<file path="src/rtl/program_mem.sv">
// Small instruction memory with a single-cycle fetch port and a sequential
// program-load port that rewrites the whole memory from address 0 upward.
module program_mem #(
    parameter int                 DATA_W   = 16,
    parameter int                 ADDR_W   = 3,
    parameter logic [DATA_W-1:0]  NOP_WORD = DATA_W'(16'h000F)
) (
    input  logic                clk,
    input  logic                rst_n,
    input  logic                fetch_req,
    input  logic [ADDR_W-1:0]   fetch_addr,
    output logic                fetch_ready,
    output logic                inst_valid,
    output logic [DATA_W-1:0]   inst,
    input  logic                load_start,
    input  logic                load_valid,
    input  logic [DATA_W-1:0]   load_data,
    output logic                load_ready,
    output logic                load_done,
    output logic [ADDR_W:0]     load_count
);

    localparam int DEPTH = 2 ** ADDR_W;

    typedef enum logic {
        RUN  = 1'b0,
        LOAD = 1'b1
    } state_t;

    state_t              state_reg, state_next;
    logic [ADDR_W-1:0]   ptr_reg, ptr_next;
    logic [ADDR_W:0]     count_reg, count_next;
    logic                load_done_reg, load_done_next;
    logic [DATA_W-1:0]   inst_reg;
    logic                inst_valid_reg;
    logic                fetch_accept;
    logic                load_write;
    logic [DEPTH-1:0]    word_we;

    // Every word must return to NOP_WORD on reset, so the storage is a
    // register array rather than an inferred block RAM.
    logic [DATA_W-1:0]   mem_reg [DEPTH];

    assign fetch_ready = (state_reg == RUN);
    assign load_ready  = (state_reg == LOAD);

    assign fetch_accept = fetch_req && (state_reg == RUN);
    // A restart takes priority, so a word presented with load_start is dropped.
    assign load_write   = (state_reg == LOAD) && load_valid && !load_start;

    always_ff @(posedge clk or negedge rst_n) begin
        if (!rst_n) begin
            state_reg     <= RUN;
            ptr_reg       <= '0;
            count_reg     <= '0;
            load_done_reg <= 1'b0;
        end else begin
            state_reg     <= state_next;
            ptr_reg       <= ptr_next;
            count_reg     <= count_next;
            load_done_reg <= load_done_next;
        end
    end

    always_comb begin
        state_next     = state_reg;
        ptr_next       = ptr_reg;
        count_next     = count_reg;
        load_done_next = 1'b0;
        case (state_reg)
            RUN: begin
                if (load_start) begin
                    state_next = LOAD;
                    ptr_next   = '0;
                    count_next = '0;
                end
            end
            LOAD: begin
                if (load_start) begin
                    ptr_next   = '0;
                    count_next = '0;
                end else if (load_valid) begin
                    // ptr is ADDR_W bits wide, so it wraps to 0 after the last word
                    ptr_next   = ptr_reg + 1'b1;
                    count_next = count_reg + 1'b1;
                    if (count_reg == (ADDR_W + 1)'(DEPTH - 1)) begin
                        state_next     = RUN;
                        load_done_next = 1'b1;
                    end
                end
            end
            default: begin
                state_next = RUN;
            end
        endcase
    end

    for (genvar gi = 0; gi < DEPTH; gi++) begin : g_word_we
        assign word_we[gi] = load_write && (ptr_reg == ADDR_W'(gi));
    end

    always_ff @(posedge clk or negedge rst_n) begin
        if (!rst_n) begin
            for (int i = 0; i < DEPTH; i++) begin
                mem_reg[i] <= NOP_WORD;
            end
        end else begin
            for (int i = 0; i < DEPTH; i++) begin
                if (word_we[i]) begin
                    mem_reg[i] <= load_data;
                end
            end
        end
    end

    // Read captures the pre-write contents, so a fetch accepted alongside
    // load_start returns the old program.
    always_ff @(posedge clk or negedge rst_n) begin
        if (!rst_n) begin
            inst_reg       <= '0;
            inst_valid_reg <= 1'b0;
        end else begin
            inst_valid_reg <= fetch_accept;
            if (fetch_accept) begin
                inst_reg <= mem_reg[fetch_addr];
            end
        end
    end

    assign inst       = inst_reg;
    assign inst_valid = inst_valid_reg;
    assign load_done  = load_done_reg;
    assign load_count = count_reg;

endmodule

</file>
<file path="config.mk">
export PLATFORM = sky130hd
export DESIGN_NAME = program_mem
export DESIGN_NICKNAME = d
export VERILOG_FILES = /design/src/rtl/program_mem.sv
export SDC_FILE = /design/constraint.sdc
export NUM_CORES = 1
export LEC_CHECK = 0
export CORE_MARGIN = 2
export CORE_UTILIZATION = 35
export CTS_CLUSTER_DIAMETER = 60
export DETAILED_ROUTE_END_ITERATION = 8
export RECOVER_POWER = 25
export SLEW_MARGIN = 20
export SYNTH_ARGS = -nofsm -noshare
export SYNTH_HDL_FRONTEND = slang
export SYNTH_SLANG_ARGS = --single-unit
</file>
<file path="constraint.sdc">
create_clock -name clk -period 2 [get_ports clk]
set_clock_uncertainty 0.15 [all_clocks]
set_input_delay 0.6 -clock clk [delete_from_list [all_inputs] [get_ports clk]]
set_output_delay 0.6 -clock clk [all_outputs]
set_load 0.02 [all_outputs]
</file>
==> flow_summary.ini, run 1 <==
[setup_path]
reg2reg_slack_ns = 0.18
cp.arrival_ns = 2.11
r2r-end = mem_reg[90]$_DFFE_PN0P_
critPathKind = input pin to register
critPathLaunchType = input pin
cp.required_ns = 2.15
regToRegStartpoint = ptr_reg[0]$_DFFE_PN0P_
worstPathMaxFanout = 16
reg2regPathDepth = 6
end_kind = register

[synthesis]
synth.distinct_cells = 38
avgSynthCellArea_um2 = 14.21
synthArstFlopShare_pct = 100.0
synthTopCellsByArea = dfrtp_1, mux2_2, dfstp_2
synth-seq-cells = 154
syn-num-nets = 525
yosys_warnings = 0
yosysSeqAreaShare_pct = 55.46
synthFlopType = dfrtp_1
yosys-top-cells-count = mux2_2, dfrtp_1, dfstp_2, mux2i_1, mux2_1
syn_area_mm2 = 0.007020
synth.most_common_cell = mux2_2
synth_top_area_share_pct = 43.49
synth_edf_count = 0
synth_top_cell_by_area = dfrtp_1
syn_inst = 494

[detailed_routing]
viasPerCell = 5.004
drtIter0Drc = 195
drtPass1Iterations = 4
wl_um = 15240
ant_nets = 0
vias = 4193
wl_per_cell_um = 18.18
remaining_drc_errors = 0

[clock_tree]
clock-sinks = 154
ctsRootBufferMaster = clkbuf_16
cts.path.max_buffers = 2
cts_tree = built
h-tree-depth = 4
clk_pin_slew_ns = 0.06
cts_made_buffers = 17
post_cts_buffers = 0
clk_latency_ns = 0.43

[floorplan]
die_w_um = 145.6
core_area_mm2 = 0.01959
ios = 48
rows = 51
die_y_um = 145.6
dieArea_mm2 = 0.02121
start_util_pct = 35.84

[worst_hold_path]
hold_path_startpoint = inst[11]$_DFFE_PN0P_
hold_path_class = register to register
holdPathStages = 2
hold_end = inst[11]$_DFFE_PN0P_

[pwr]
power.switching_w = 0.002129
p_int_w = 0.006673
power.share.sequential_pct = 47.6
p_leak_nw = 3.983
total_power_w = 0.008802
ir_worst_vdd_mv = 0.5971
power_switching_share_pct = 24.19
power.density_mw_per_mm2 = 1021
p_clk_share_pct = 35.9
comb_power_share_pct = 16.5

[sta]
max-slew-margin-rel_pct = 49.61
fmax_ghz = 0.5106
worst_slew_pin_slew_ns = 0.7558
finalSetupViolCount = 0
period_minus_slack_ns = 1.958
slew_violations = 0
worst_slack_ns = 0.04164
timing.final.crit_share_pct = 97.92
holdWs_ns = 0.3258
rsz0062_at_grt = no
finalHoldViolations = 0
fin_tns_setup_ns = 0

[placed_design]
dp_hpwl_um = 9768
dp_slack_ns = -0.3887
gp_congestion = 0.7294
port_buffers = 47

[flow_run]
maxCapViolations = 0

[global_routing]
grt_use_total_pct = 15.21
grt_pass1_vias = 4613
grt_max_degree = 44
antenna_found_initial = 0
grt_pass1_wl_um = 24950
grt-ovfl-total = 0

[cells_and_area]
syn_to_final_growth_pct = 22.81
final_nets = 592
largest_reg_flops = 128
drive_above_1_share_pct = 41.54
utilization_pct = 44.01
diodes = 0

[status]
status = finished, final reports clean
==> cell type report <==
class / count / area, um2
clock inverter: 7 / 90.09
sequential: 154 / 3894
inverter: 5 / 18.77
tap: 265 / 331.6
timing repair buffer: 78 / 865.8
clock buffer: 24 / 491.7
fill: 1800 / 10970
multi-input combinational: 305 / 2930
==> worst max-delay path: stages <==
cell and delay (ns):
clkdlybuf4s50_1 0.45, and2b_4 0.29, and4_1 0.25, buf_12 0.18, mux2_1 0.34
==> metrics by stage <==
| stage | std cells | cell area [um2] |
|---|---|---|
| 6_report | 838 | 8622 |
| 4_1_cts | 838 | 8667 |
| 3_3_place_gp | 806 | 8104 |
| 2_1_floorplan | 494 | 7020 |
| 5_1_grt | 838 | 8622 |
| 3_5_place_dp | 806 | 8104 |
==> power groups by stage <==
stage	clock network [W]	logic (W)	registers (W)
floorplan	0	0.00101	0.00419
global placement	0	0.00145	0.00420
detailed placement	0	0.00151	0.00425
CTS	0.00325	0.00149	0.00420
global route	0.00340	0.00159	0.00428
finish	0.00316	0.00146	0.00419
==> cells by family after synthesis <==
logic type	count (synthesis)	synth area share (%)
multiplexers	192	30.23
flip-flops	154	55.46
AO/OA/AOI/OAI	54	5.632
AND/OR/NAND/NOR	49	4.260
buffers and inverters	35	2.798
adder cells (fa/ha/maj)	7	1.247
XOR/XNOR	3	0.3743
==> worst max-delay path by stage <==
stage                                    from                       end  slack, ns  cells past startpoint
CTS                 load_count[2]$_DFFE_PN0P_             load_count[2]       0.01                      1
global placement                   load_start  mem_reg[100]$_DFFE_PN0P_      -0.37                      5
detailed placement                 load_start  mem_reg[109]$_DFFE_PN0P_      -0.39                      5
finish                             load_start  mem_reg[110]$_DFFE_PN0P_       0.04                      5
floorplan                          load_valid   mem_reg[53]$_DFFE_PN0P_       0.02                      5
global route             load_ready$_DFF_PN0_               fetch_ready     0.0007                      2
==> cells in the final DEF, fill, tap and decap left out, types with 2 or more instances in the layout <==
cell type / netlist / layout
clkbuf_1: 11 / 4
a21oi_1: 3 / 3
clkbuf_16: 0 / 17
nor3_4: 2 / 2
mux2_1: 23 / 23
dfrtp_1: 122 / 122
nand3_1: 3 / 3
clkbuf_2: 0 / 2
mux2i_1: 32 / 32
inv_1: 5 / 5
xnor2_1: 2 / 2
buf_4: 4 / 10
clkbuf_4: 0 / 2
nor2_1: 5 / 5
clkinv_2: 0 / 3
ha_1: 7 / 7
dlygate4sd2_1: 0 / 22
o31ai_1: 16 / 16
bufinv_16: 0 / 2
buf_12: 0 / 16
a22o_1: 16 / 16
o22ai_1: 16 / 16
dfstp_2: 32 / 32
nand2_1: 21 / 21
clkdlybuf4s50_1: 0 / 20
nand2b_1: 4 / 4
clkinvlp_4: 0 / 2
nor2_2: 2 / 2
mux2_2: 137 / 137
clkbuf_8: 0 / 4
==> layer usage <==
metal  up-vias  track usage [%]  wire length (um)
met5         -                0                 0
met4         0            4.951               181
met3        14            4.013               432
met2        64            25.02              7397
met1      2181            19.64              7225
li1       1934                -                 -
==> repair_timing <==
| item | in CTS | in global routing |
|---|---|---|
| hold endpoints to repair | 21 | 0 |
| resized for setup | 25 | 3 |
| setup endpoints to repair | 24 | 14 |
| hold buffers | 1 | 0 |
| pin swaps | 0 | 0 |
Note: power is estimated with default switching activity, not from simulation.
==> inputs of run 2 (changes only) <==
Settings changed: ABC_AREA set to 1.
==> run 2 against run 1 <==
Net effect: setup slack better by 0.027 ns; core utilization fell by 0.75 points; wire length is 18% higher; register-to-register slack gained 0.10 ns; sequential cell count unchanged; sequential share of layout area shrank 0.96 points; worst hold slack got worse by 0.0078 ns; synthesized cell count increased by 84%; critical path depth decreased by 4; total power shrank 4.4%; critical endpoint is now load_count[3].
==> flow_summary.ini, run 2 <==
[status]
status = finished, final reports clean

[floorplan]
start_util_pct = 35.80
die_w_um = 148.3
die_y_um = 148.3
rows = 52
ios = 48
dieArea_mm2 = 0.02200
core_area_mm2 = 0.02036

[cells_and_area]
multi_input_area_mm2 = 0.002629
postLayoutCellArea_mm2 = 0.008810
syn_to_final_growth_pct = 20.85
final_common_cell = nand2_1
final-instance-count-excl-fill = 1248
seqCellArea_mm2 = 0.003894
final_nets = 996
diodes = 0
largest_reg_flops = 128
fillers = 2065
drive_above_1_share_pct = 11.35
final_cell_mix = nand2_1, dfrtp_1, inv_1
utilization_pct = 43.26

[pwr]
p_clk_share_pct = 39.7
power_switching_share_pct = 26.71
ir_worst_vdd_mv = 0.5514
power.density_mw_per_mm2 = 955.1
power.switching_w = 0.002248
p_leak_nw = 4.354
comb_power_share_pct = 14.2
p_int_w = 0.006167
power.share.sequential_pct = 46.1

[sta]
slew_violations = 0
max-slew-margin-rel_pct = 63.27
fmax_ghz = 0.5178
finalHoldViolations = 0
timing.final.crit_share_pct = 96.57
finalSetupViolCount = 0
worst_slew_pin_slew_ns = 0.5509
period_minus_slack_ns = 1.931
rsz0062_at_grt = no

[clock_tree]
clock-sinks = 154
cts_made_buffers = 17
cts_tree = built
clk_pin_slew_ns = 0.06
clk_latency_ns = 0.42
cts.path.max_buffers = 2
post_cts_buffers = 0
ctsRootBufferMaster = clkbuf_16
h-tree-depth = 4

[synthesis]
yosysSeqAreaShare_pct = 53.42
synthArstFlopShare_pct = 100.0
synth_top_cell_by_area = dfrtp_1
synth_top_family_by_area = simple AND/OR/NAND/NOR gates
synthTopCellsByArea = dfrtp_1, nand2_1, dfstp_2
synth-adder-area-share_pct = 1.202
synth-seq-cells = 154
synthMuxAreaShare_pct = 0
yosys-top-cells-count = nand2_1, dfrtp_1, inv_1
synth_edf_count = 0
avgSynthCellArea_um2 = 8.002
syn_inst = 911
synth-xor-area-share_pct = 0.1202
synth.most_common_cell = nand2_1
synth-compound-area-share_pct = 9.303
syn_area_mm2 = 0.007289
synth.distinct_cells = 27
yosys.area_share.simple_pct = 25.44
yosys_warnings = 0
syn-num-nets = 942
synthFlopType = dfrtp_1
synth_top_area_share_pct = 41.88

[setup_path]
cp.required_ns = 1.25
critPathLaunchType = register
critPathKind = register to primary output
cp_top_family = flip-flops
crit_path_max_incr_delay_ns = 0.40
worstPathMaxFanout = 4
end_kind = primary output
cp_slowest_cell = dfrtp_1
crit_buf_inv = 1
cp.arrival_ns = 1.18
path_cells = dlygate4sd2_1

[worst_hold_path]
hold_path_class = register to register

[global_routing]
grt_max_degree = 41
grt_pass1_vias = 5616
grt-ovfl-total = 0
antenna_found_initial = 0
grt_pass1_wl_um = 30460
grt_use_total_pct = 17.76

[detailed_routing]
viasPerCell = 4.643
vias = 5794
wl_um = 17920
remaining_drc_errors = 0
wl_per_cell_um = 14.36
drtPass1Iterations = 5
drtIter0Drc = 532
ant_nets = 0

[flow_run]
maxCapViolations = 0

[placed_design]
port_buffers = 47
placedCellCount = 1215
dp_hpwl_um = 11880
gp_congestion = 0.7987
dpl-instance-area_mm2 = 0.008267
## run 2: changes by cell type after synthesis, moves of 15 or more
| cell | change |
|---|---|
| o21ai_1 | +37 |
| mux2_2 | -137 |
| a22o_1 | -16 |
| nand2_1 | +306 |
| mux2i_1 | -32 |
| o22ai_1 | -15 |
| nand3_1 | +98 |
| o31ai_1 | -16 |
| mux2_1 | -23 |
| inv_1 | +115 |
| o21ai_0 | +93 |
## run 2: final cells by class
type	instances	share of cell area (%)
timing repair buffer	85	10.01
inverter	123	5.241
tap	270	3.835
multi-input combinational	584	29.84
clock inverter	10	1.605
clock buffer	22	5.269
sequential	154	44.20
## run 2: cells by family after synthesis
kind of cell,after synthesis
AOI/OAI and AO/OA,135
xor gates and xnor gates,1
DFF,154
buffers and inverters,173
and+or+nand+nor,441
adders and majority gates,7
## run 2: final timing paths
path | start | endpoint | slack (ns) | cells after the start
min in group asynchronous | rst_n | load_count[1]$_DFFE_PN0P_ | 0.49 | 2
worst max register to register | load_ready$_DFF_PN0_ | inst[5]$_DFFE_PN0P_ | 0.28 | 7
worst min register to register | mem_reg[65]$_DFFE_PN1P_ | mem_reg[65]$_DFFE_PN1P_ | 0.32 | 2
max in group asynchronous | rst_n | mem_reg[51]$_DFFE_PN1P_ | 0.37 | 3
worst max-delay path | load_count[3]$_DFFE_PN0P_ | load_count[3] | 0.07 | 1
worst min-delay path | mem_reg[65]$_DFFE_PN1P_ | mem_reg[65]$_DFFE_PN1P_ | 0.32 | 2
## run 2: layer usage
metal	vias to the layer above	global-route usage [%]	wire length, um
li1	2951	-	-
met1	2719	25.44	8840
met2	108	27.36	8104
met3	16	3.589	790
met4	0	5.238	187
met5	-	0	0
## run 2: power by group through the flow
| stage | logic [W] | registers, W | clock network (W) |
|---|---|---|---|
| 6_report | 0.00120 | 0.00388 | 0.00334 |
| 5_1_grt | 0.00142 | 0.00394 | 0.00354 |
| 4_1_cts | 0.00122 | 0.00388 | 0.00340 |
| 3_5_place_dp | 0.00123 | 0.00393 | 0 |
| 3_3_place_gp | 0.00121 | 0.00392 | 0 |
| 2_1_floorplan | 0.000800 | 0.00391 | 0 |
## run 2: what timing repair did
action / 4_1_cts / 5_1_grt
resized for setup: 24 / 3
hold buffers: 1 / 0
hold endpoints to repair: 20 / 0
pin swaps: 0 / 0
endpoints found under the setup margin: 24 / 2
## run 2: through the flow
stage | power, W | hold WS, ns | worst slack, ns | TNS [ns]
2_1_floorplan | 0.004709 | 0.1544 | 0.3800 | 0
3_3_place_gp | 0.005122 | 0.3085 | -0.1951 | -15.17
3_5_place_dp | 0.005163 | 0.3122 | -0.2456 | -17.81
4_1_cts | 0.008500 | 0.3217 | 0.002836 | 0
5_1_grt | 0.008901 | 0.3356 | 0.01708 | 0
6_report | 0.008415 | 0.3180 | 0.06862 | 0
